<file path="config.mk">
export PLATFORM = sky130hd
export DESIGN_NAME = rv32_decode
export DESIGN_NICKNAME = d
export VERILOG_FILES = /design/src/rtl/rv32_decode.sv
export SDC_FILE = /design/constraint.sdc
export NUM_CORES = 2
export LEC_CHECK = 0
export CELL_PAD_IN_SITES_DETAIL_PLACEMENT = 2
export CELL_PAD_IN_SITES_GLOBAL_PLACEMENT = 2
export CORE_MARGIN = 4
export CORE_UTILIZATION = 46
export DETAILED_ROUTE_END_ITERATION = 12
export PLACE_DENSITY = 0.91
export SLEW_MARGIN = 0
export SYNTH_ARGS = -nofsm -noshare
export SYNTH_HDL_FRONTEND = slang
export SYNTH_SLANG_ARGS = --single-unit
</file>
<file path="constraint.sdc">
create_clock -name clk -period 2.5 [get_ports clk]
set_input_delay 0.25 -clock clk [delete_from_list [all_inputs] [get_ports clk]]
set_output_delay 0.25 -clock clk [all_outputs]
set_load 0.02 [all_outputs]
</file>
<file path="src/rtl/rv32_decode.sv">
// rv32_decode: RV32I decode stage with integer register file.
//   Decodes instr_in combinationally, reads rs1/rs2 (with same-cycle
//   writeback bypass), and registers the decoded bundle on posedge clk.
// Ports:
//   clk, rst_n                  clock / async active-low reset
//   stall_in, flush_in          hold outputs / insert bubble (stall wins)
//   pc_in, instr_in             from fetch
//   rd_write_in/rd_in/rd_value_in  writeback port into the register file
//   *_out                       registered decode bundle for execute
// Instructions that do not name a source/destination register report 0 for
// that register number (and value), so the hazard unit sees no false deps.
module rv32_decode (
  input  logic        clk,
  input  logic        rst_n,
  input  logic        stall_in,
  input  logic        flush_in,
  input  logic [31:0] pc_in,
  input  logic [31:0] instr_in,
  input  logic        rd_write_in,
  input  logic [4:0]  rd_in,
  input  logic [31:0] rd_value_in,
  output logic [31:0] pc_out,
  output logic [4:0]  rs1_out,
  output logic [4:0]  rs2_out,
  output logic [4:0]  rd_out,
  output logic [31:0] rs1_value_out,
  output logic [31:0] rs2_value_out,
  output logic [31:0] imm_out,
  output logic [3:0]  alu_op_out,
  output logic        alu_src1_pc_out,
  output logic        alu_src2_imm_out,
  output logic        branch_out,
  output logic [2:0]  branch_op_out,
  output logic        jump_out,
  output logic        jalr_out,
  output logic        mem_read_out,
  output logic        mem_write_out,
  output logic [2:0]  mem_width_out,
  output logic        rd_write_out,
  output logic        illegal_out
);

  localparam logic [6:0] OP_LUI    = 7'b0110111;
  localparam logic [6:0] OP_AUIPC  = 7'b0010111;
  localparam logic [6:0] OP_JAL    = 7'b1101111;
  localparam logic [6:0] OP_JALR   = 7'b1100111;
  localparam logic [6:0] OP_BRANCH = 7'b1100011;
  localparam logic [6:0] OP_LOAD   = 7'b0000011;
  localparam logic [6:0] OP_STORE  = 7'b0100011;
  localparam logic [6:0] OP_IMM    = 7'b0010011;
  localparam logic [6:0] OP_OP     = 7'b0110011;
  localparam logic [6:0] OP_MISC   = 7'b0001111;
  localparam logic [6:0] OP_SYSTEM = 7'b1110011;

  logic [31:0] regs [0:31];

  logic [6:0]  opc;
  logic [2:0]  f3;
  logic [6:0]  f7;
  logic [31:0] imm_i, imm_s, imm_b, imm_u, imm_j;

  logic [4:0]  c_rs1, c_rs2, c_rd;
  logic [31:0] c_imm, c_v1, c_v2;
  logic [3:0]  c_alu_op;
  logic        c_src1_pc, c_src2_imm, c_branch, c_jump, c_jalr;
  logic        c_mem_read, c_mem_write, c_wr, c_illegal;
  logic [2:0]  c_bop, c_width;

  assign opc   = instr_in[6:0];
  assign f3    = instr_in[14:12];
  assign f7    = instr_in[31:25];
  assign imm_i = {{20{instr_in[31]}}, instr_in[31:20]};
  assign imm_s = {{20{instr_in[31]}}, instr_in[31:25], instr_in[11:7]};
  assign imm_b = {{19{instr_in[31]}}, instr_in[31], instr_in[7], instr_in[30:25],
                  instr_in[11:8], 1'b0};
  assign imm_u = {instr_in[31:12], 12'b0};
  assign imm_j = {{11{instr_in[31]}}, instr_in[31], instr_in[19:12], instr_in[20],
                  instr_in[30:21], 1'b0};

  always_comb begin
    c_rs1 = '0; c_rs2 = '0; c_rd = '0; c_imm = '0; c_alu_op = '0;
    c_src1_pc = 1'b0; c_src2_imm = 1'b0; c_branch = 1'b0; c_bop = '0;
    c_jump = 1'b0; c_jalr = 1'b0; c_mem_read = 1'b0; c_mem_write = 1'b0;
    c_width = '0; c_wr = 1'b0; c_illegal = 1'b0;
    case (opc)
      OP_LUI: begin
        c_rd = instr_in[11:7]; c_wr = 1'b1; c_imm = imm_u; c_src2_imm = 1'b1;
      end
      OP_AUIPC: begin
        c_rd = instr_in[11:7]; c_wr = 1'b1; c_imm = imm_u;
        c_src1_pc = 1'b1; c_src2_imm = 1'b1;
      end
      OP_JAL: begin
        c_rd = instr_in[11:7]; c_wr = 1'b1; c_imm = imm_j;
        c_src1_pc = 1'b1; c_jump = 1'b1;
      end
      OP_JALR: begin
        c_rs1 = instr_in[19:15]; c_rd = instr_in[11:7]; c_wr = 1'b1; c_imm = imm_i;
        c_src1_pc = 1'b1; c_jump = 1'b1; c_jalr = 1'b1;
      end
      OP_BRANCH: begin
        if (f3 == 3'b010 || f3 == 3'b011) c_illegal = 1'b1;
        else begin
          c_rs1 = instr_in[19:15]; c_rs2 = instr_in[24:20]; c_imm = imm_b;
          c_branch = 1'b1; c_bop = f3;
        end
      end
      OP_LOAD: begin
        if (f3 == 3'b011 || f3 == 3'b110 || f3 == 3'b111) c_illegal = 1'b1;
        else begin
          c_rs1 = instr_in[19:15]; c_rd = instr_in[11:7]; c_wr = 1'b1; c_imm = imm_i;
          c_src2_imm = 1'b1; c_mem_read = 1'b1; c_width = f3;
        end
      end
      OP_STORE: begin
        if (f3[2] || f3 == 3'b011) c_illegal = 1'b1;
        else begin
          c_rs1 = instr_in[19:15]; c_rs2 = instr_in[24:20]; c_imm = imm_s;
          c_src2_imm = 1'b1; c_mem_write = 1'b1; c_width = f3;
        end
      end
      OP_IMM: begin
        // Shift-immediates carry funct7 in imm[11:5]; only SRAI may set bit 30.
        if ((f3 == 3'b001 && f7 != 7'h00) ||
            (f3 == 3'b101 && f7 != 7'h00 && f7 != 7'h20)) c_illegal = 1'b1;
        else begin
          c_rs1 = instr_in[19:15]; c_rd = instr_in[11:7]; c_wr = 1'b1; c_imm = imm_i;
          c_src2_imm = 1'b1;
          c_alu_op = {(f3 == 3'b001 || f3 == 3'b101) ? instr_in[30] : 1'b0, f3};
        end
      end
      OP_OP: begin
        if (f7 == 7'h00 || (f7 == 7'h20 && (f3 == 3'b000 || f3 == 3'b101))) begin
          c_rs1 = instr_in[19:15]; c_rs2 = instr_in[24:20]; c_rd = instr_in[11:7];
          c_wr = 1'b1; c_alu_op = {instr_in[30], f3};
        end else c_illegal = 1'b1;
      end
      OP_MISC, OP_SYSTEM: ;
      default: c_illegal = 1'b1;
    endcase
  end

  // Register read with same-cycle writeback bypass; regs[0] is never written.
  always_comb begin
    c_v1 = '0;
    if (c_rs1 != 5'd0)
      c_v1 = (rd_write_in && rd_in == c_rs1) ? rd_value_in : regs[c_rs1];
  end

  always_comb begin
    c_v2 = '0;
    if (c_rs2 != 5'd0)
      c_v2 = (rd_write_in && rd_in == c_rs2) ? rd_value_in : regs[c_rs2];
  end

  always_ff @(posedge clk or negedge rst_n) begin
    if (!rst_n) begin
      for (int i = 0; i < 32; i++) regs[i] <= '0;
    end else if (rd_write_in && rd_in != 5'd0) begin
      regs[rd_in] <= rd_value_in;
    end
  end

  always_ff @(posedge clk or negedge rst_n) begin
    if (!rst_n) begin
      pc_out <= '0; rs1_out <= '0; rs2_out <= '0; rd_out <= '0;
      rs1_value_out <= '0; rs2_value_out <= '0; imm_out <= '0; alu_op_out <= '0;
      alu_src1_pc_out <= 1'b0; alu_src2_imm_out <= 1'b0; branch_out <= 1'b0;
      branch_op_out <= '0; jump_out <= 1'b0; jalr_out <= 1'b0;
      mem_read_out <= 1'b0; mem_write_out <= 1'b0; mem_width_out <= '0;
      rd_write_out <= 1'b0; illegal_out <= 1'b0;
    end else if (!stall_in) begin
      pc_out <= pc_in;
      if (flush_in) begin
        rs1_out <= '0; rs2_out <= '0; rd_out <= '0;
        rs1_value_out <= '0; rs2_value_out <= '0; imm_out <= '0; alu_op_out <= '0;
        alu_src1_pc_out <= 1'b0; alu_src2_imm_out <= 1'b0; branch_out <= 1'b0;
        branch_op_out <= '0; jump_out <= 1'b0; jalr_out <= 1'b0;
        mem_read_out <= 1'b0; mem_write_out <= 1'b0; mem_width_out <= '0;
        rd_write_out <= 1'b0; illegal_out <= 1'b0;
      end else begin
        rs1_out <= c_rs1; rs2_out <= c_rs2; rd_out <= c_rd;
        rs1_value_out <= c_v1; rs2_value_out <= c_v2; imm_out <= c_imm;
        alu_op_out <= c_alu_op; alu_src1_pc_out <= c_src1_pc;
        alu_src2_imm_out <= c_src2_imm; branch_out <= c_branch;
        branch_op_out <= c_bop; jump_out <= c_jump; jalr_out <= c_jalr;
        mem_read_out <= c_mem_read; mem_write_out <= c_mem_write;
        mem_width_out <= c_width; rd_write_out <= c_wr && (c_rd != 5'd0);
        illegal_out <= c_illegal;
      end
    end
  end

endmodule
</file>
==> results of run 1 <==
## layer usage
metal  track usage  overflow
met1         0.803         2
met2         0.911        15
met3         0.748         1
met4         0.783        13
met5         0.559         2
## repair_timing
action                                  4_1_cts
setup buffers                                27
gates resized for setup                     142
endpoints found under the setup margin       65
hold endpoints to repair                    986
hold buffers                                  9
pin swaps                                    14
cloned                                        5
## metrics by stage
stage,hold slack [ns],std cells
after floorplan,-0.0456,5305
after global placement,0.229,7324
after detailed placement,0.236,7324
after CTS,0.00544,7603
## kinds of logic after synthesis
kind of cell              after synthesis
muxes                                1593
DFF                                  1186
AOI/OAI and AO/OA                    1156
and+or+nand+nor                       723
buffers and inverters                 641
xor gates and xnor gates                6
==> results.md, run 1 <==
* Die W at 377 um
* CTS max path bufs at 3
* Synth Warn # at 0
* Die Y-Extent at 377 um
* Global Route Usage Sum at 0.812
* Mapped Cells at 5305
* Post-synthesis mux area share at 0.309
* Clock Tree Root: clkbuf_16
* Compound-gate portion of the synthesized area at 0.125
* Net Count, Synth at 5411
* Num rows at 135
* Largest family of logic cells by synthesized area: multiplexers
* Top-count cell post-synth: dfrtp_1
* Initial antenna violation count at 108
* Synth Cell Area at 62700 um^2
* WEP type: sequential cell input
* Synth top area share at 0.474
* Avg Synthesized Cell Area at 11.8 um^2
* Post-DP HPWL at 222000 um
* Adder-Cell Fraction of Synth Area at 0
* Synth Flop Type: dfrtp_1
* Yosys top cell by area: dfrtp_1
* Status: aborted with a tool error
* Sequential area share after synthesis at 0.474
* Synth Area in Simple Gates at 0.0507
* Number of synthesized flops with an enable pin at 0
* Post-Place Cell Area at 71500 um^2
* Halt Reason: [ERROR GRT-0232] Routing congestion too high. Check the congestion heatmap in the GUI.
* Synth top cells by count: 1186 x dfrtp_1, 1023 x mux2_2, 400 x mux2i_1, 388 x clkbuf_1, 306 x nand2_1
* CTS Buf Count at 138
* Fail Step: global routing
* Post-place setup slack at -1.34 ns
* Top cells by area, synth: dfrtp_1 47%, mux2_2 18%, mux2i_1 6.4%
* PortBufs at 267
* Total congestion overflow at 33
* Yosys reg bits at 1186
* Synth cell types at 79
* Ys async rst share at 1.00
* GP Congestion at 0.942
* Largest net degree at the start of global routing at 97
* Worst endpoint, post-GRT repair: rs2_value_out[17]$_DFFE_PN0N_/D
* Initial Util at 0.463
* H-tree Lvls at 4
* Io pins at 268
* Synth Area in XOR/XNOR at 0.000839
* CTS Sinks at 1186
==> inputs of run 2 (changes only) <==
==> config.mk (replaced) <==
export PLATFORM = sky130hd
export DESIGN_NAME = rv32_decode
export DESIGN_NICKNAME = d
export VERILOG_FILES = /design/src/rtl/rv32_decode.sv
export SDC_FILE = /design/constraint.sdc
export NUM_CORES = 2
export LEC_CHECK = 0
export CORE_MARGIN = 4
export CORE_UTILIZATION = 40
export DETAILED_ROUTE_END_ITERATION = 12
export PLACE_DENSITY_LB_ADDON = 0.15
export SLEW_MARGIN = 0
export SYNTH_ARGS = -nofsm -noshare
export SYNTH_HDL_FRONTEND = slang
export SYNTH_SLANG_ARGS = --single-unit
==> run 2 against run 1 <==
Effect of this change:
- the flow now finishes, with violations (setup timing)
- area after synthesis is the same
- synthesized cell count is the same
==> results.md, run 2 <==
* Status: finished with violations (was aborted with a tool error)
* Failing checks: setup timing
* Most frequent CP cell: buf_4
* Top-count cell post-synth: dfrtp_1 (unchanged)
* Fraction of layout cells with a size suffix above 1 at 0.358
* Fin crit share at 1.02
* Area of the multi-input gates at 30900 um^2
* Final ANT Viol Nets at 0
* Worst setup SP type: input pin
* First-pass GRT wire length at 362000 um
* Post-route DRC at 0
* Commonest non-fill, non-tap cell in the layout: dfrtp_1
* GP Congestion at 0.930 (was 0.942)
* Compound-gate portion of the synthesized area at 0.125 (unchanged)
* Mapped Cells at 5305 (unchanged)
* Largest net degree at the start of global routing at 86
* Global Route Usage Sum at 0.303
* Final nets at 5822
* Number of global-route vias before repair at 49400
* Crit end category: register
* Die ar. at 163000 um^2
* DR iter-0 viols at 5230
* Crit-path cells: clkdlybuf4s50_1 -> buf_4 -> xor2_1 -> o21ai_0 -> buf_4 -> a41o_4 -> buf_4 -> buf_12 -> nand2_2 -> buf_4 -> buf_4 -> nand2_1 -> a31oi_1 -> nand3_1 -> nand3_1
* Biggest register: regs
* Post-synthesis mux area share at 0.309 (unchanged)
* Synth cell types at 79 (unchanged)
* Antenna cells at 0
* Kind of critical path: in2reg
* Net Count, Synth at 5411 (unchanged)
* Clock Tree Root: clkbuf_16 (unchanged)
* Ys async rst share at 1.00 (unchanged)
* Final Power at 55.3 mW
* FF-to-FF path depth at 5
* Tmin final at 2.54 ns
* Initial Util at 0.404 (was 0.463)
* Die W at 404 um (was 377 um)
* Pre-antenna DRT Iters at 6
* Most Crowded Layer GR: met2
* Clock Skew at 0.0254 ns
* Synth Area in XOR/XNOR at 0.000839 (unchanged)
* Synth Area in Simple Gates at 0.0507 (unchanged)
* Hold WS at 0.0392 ns
* Peak supply drop at 0.000703 V
* Top cells by area, synth: dfrtp_1 47%, mux2_2 18%, mux2i_1 6.4% (unchanged)
* Clk_lat worst skew at 0.80 ns
* GRT met2 Usage at 0.460
* Largest family of logic cells by synthesized area: multiplexers (unchanged)
* Avg Synthesized Cell Area at 11.8 um^2 (unchanged)
* H-tree Lvls at 4 (unchanged)
* Global routing usage on met1 at 0.433
* Sequential area share after synthesis at 0.474 (unchanged)
* Drt wl/cell at 32.1 um
* Synth Warn # at 0 (unchanged)
* CTS max path bufs at 3 (unchanged)
* Routed WL at 252000 um
* PD cells at 716 nW/um^2
* CTS tree: yes
* Number of synthesized flops with an enable pin at 0 (unchanged)
* FILL cells at 13800
* Post-Place Cell Area at 72100 um^2 (was 71500 um^2)
* Hold WC Path Type: in2async
* Final instance area at 77300 um^2
* Adder-Cell Fraction of Synth Area at 0 (unchanged)
* Total congestion overflow at 0
* PortBufs at 267 (unchanged)
* Crit path max fanout at 11
* Yosys reg bits at 1186 (unchanged)
* Initial antenna violation count at 5
* Reg area at 29700 um^2
* Via count at 49500
* CTS Buf Count at 139 (was 138)
* Synth Cell Area at 62700 um^2 (unchanged)
* Max reg flops at 1024
* Yosys top cell by area: dfrtp_1 (unchanged)
* Vias per inst at 6.29
* Final setup margin at -0.0426 ns
* Die Y-Extent at 404 um (was 377 um)
* Final hold vios at 0
* Final Max Tran Viols at 0
* Worst path required time at 3.22 ns
* CTS Sinks at 1186 (unchanged)
* Max-Cap Viols at 0
* Synth top area share at 0.474 (unchanged)
* Slew margin rel. at 0.369
* Post-DP HPWL at 168000 um (was 222000 um)
* Leakage Power at 33.6 nW
* Num rows at 144 (was 135)
* CP max stage cell: clkdlybuf4s50_1
* FMAX at 0.393 GHz
* Core Area at 155000 um^2
* Io pins at 268 (unchanged)
* GR met3 Demand/Resource at 0.0632
* Worst Max-Slew Pin Slew at 0.946 ns
* Critical path arrival at 3.27 ns
* Area grow syn2layout at 23.3%
* Final Setup Violations at 2
* Commonest non-fill, non-tap cells in the layout: 1185 x dfrtp_1, 1023 x mux2_2, 400 x mux2i_1
* Max incr delay on CP at 0.46 ns
* Synth Flop Type: dfrtp_1 (unchanged)
* Post-place setup slack at -1.13 ns (was -1.34 ns)
* CTS clk-pin slew, worst paths at 0.06 ns
* Synth top cells by count: 1186 x dfrtp_1, 1023 x mux2_2, 400 x mux2i_1, 388 x clkbuf_1, 306 x nand2_1 (unchanged)
## run 2: final cells by class
| class | instances | share of cell area |
|---|---|---|
| inverter | 69 | 0.00335 |
| tap | 2044 | 0.0331 |
| multi-input combinational | 3478 | 0.400 |
| clock inverter | 26 | 0.00342 |
| sequential | 1186 | 0.384 |
| clock buffer | 218 | 0.0562 |
| timing repair buffer | 842 | 0.120 |
## run 2: worst paths after layout
path                                                       to                    from  slack (ns)
worst max-delay path            rs2_value_out[29]$_DFFE_PN0N_            instr_in[12]       -0.04
worst min-delay path                    pc_out[3]$_DFFE_PN0N_                   rst_n        0.04
worst max register to register  rs1_value_out[30]$_DFFE_PN0N_   regs[798]$_DFFE_PN0P_        0.50
worst min register to register         regs[1003]$_DFFE_PN0P_  regs[1003]$_DFFE_PN0P_        0.39
max in group asynchronous               regs[972]$_DFFE_PN0P_                   rst_n        1.46
min in group clk                      illegal_out$_DFFE_PN0N_             instr_in[6]        0.06
## run 2: logic make-up (layout without fill, tap and decap cells)
kind of cell | Yosys count | after routing
xor+xnor | 6 | 6
compound gates | 1156 | 1156
buf+inv | 641 | 1155
mux | 1593 | 1593
flops | 1186 | 1186
simple gates | 723 | 723
## run 2: worst max-delay path, delay by kind of cell
kind | cells | cell delay [ns]
compound gates | 3 | 0.64
simple gates | 4 | 0.54
buf+inv | 7 | 1.65
xor+xnor | 1 | 0.15
## run 2: metrics by stage
stage           util  cells  TNS, ns
2_1_floorplan      -   5305   -0.701
3_3_place_gp   0.466   7597   -65.42
3_5_place_dp   0.466   7597   -72.60
4_1_cts        0.496   7847        0
5_1_grt        0.499   7863  -0.0438
6_report       0.499   7863  -0.0430
## run 2: what timing repair did
action | 4_1_cts | 5_1_grt
gates resized for setup | 20 | 45
hold buffers | 3 | 3
endpoints found under the hold margin | 886 | 5
endpoints found under the setup margin | 61 | 64
cloned | 1 | 1
pin swaps | 2 | 12
setup buffers | 2 | 12
## run 2: metal layers
metal | routed length [um] | vias up
li1 | - | 20700
met1 | 111000 | 26100
met2 | 111000 | 2245
met3 | 20800 | 459
met4 | 8670 | 2
met5 | 13 | -
## run 2: report_power, final
group	total [mW]	switching, mW	leakage, nW	internal [mW]
logic	9.76	4.51	16.1	5.25
clock network	20.8	8.47	2.29	12.3
registers	24.8	2.36	15.3	22.4
total	55.3	15.3	33.6	40.0
No activity file was read; power rests on OpenSTA's default activity.
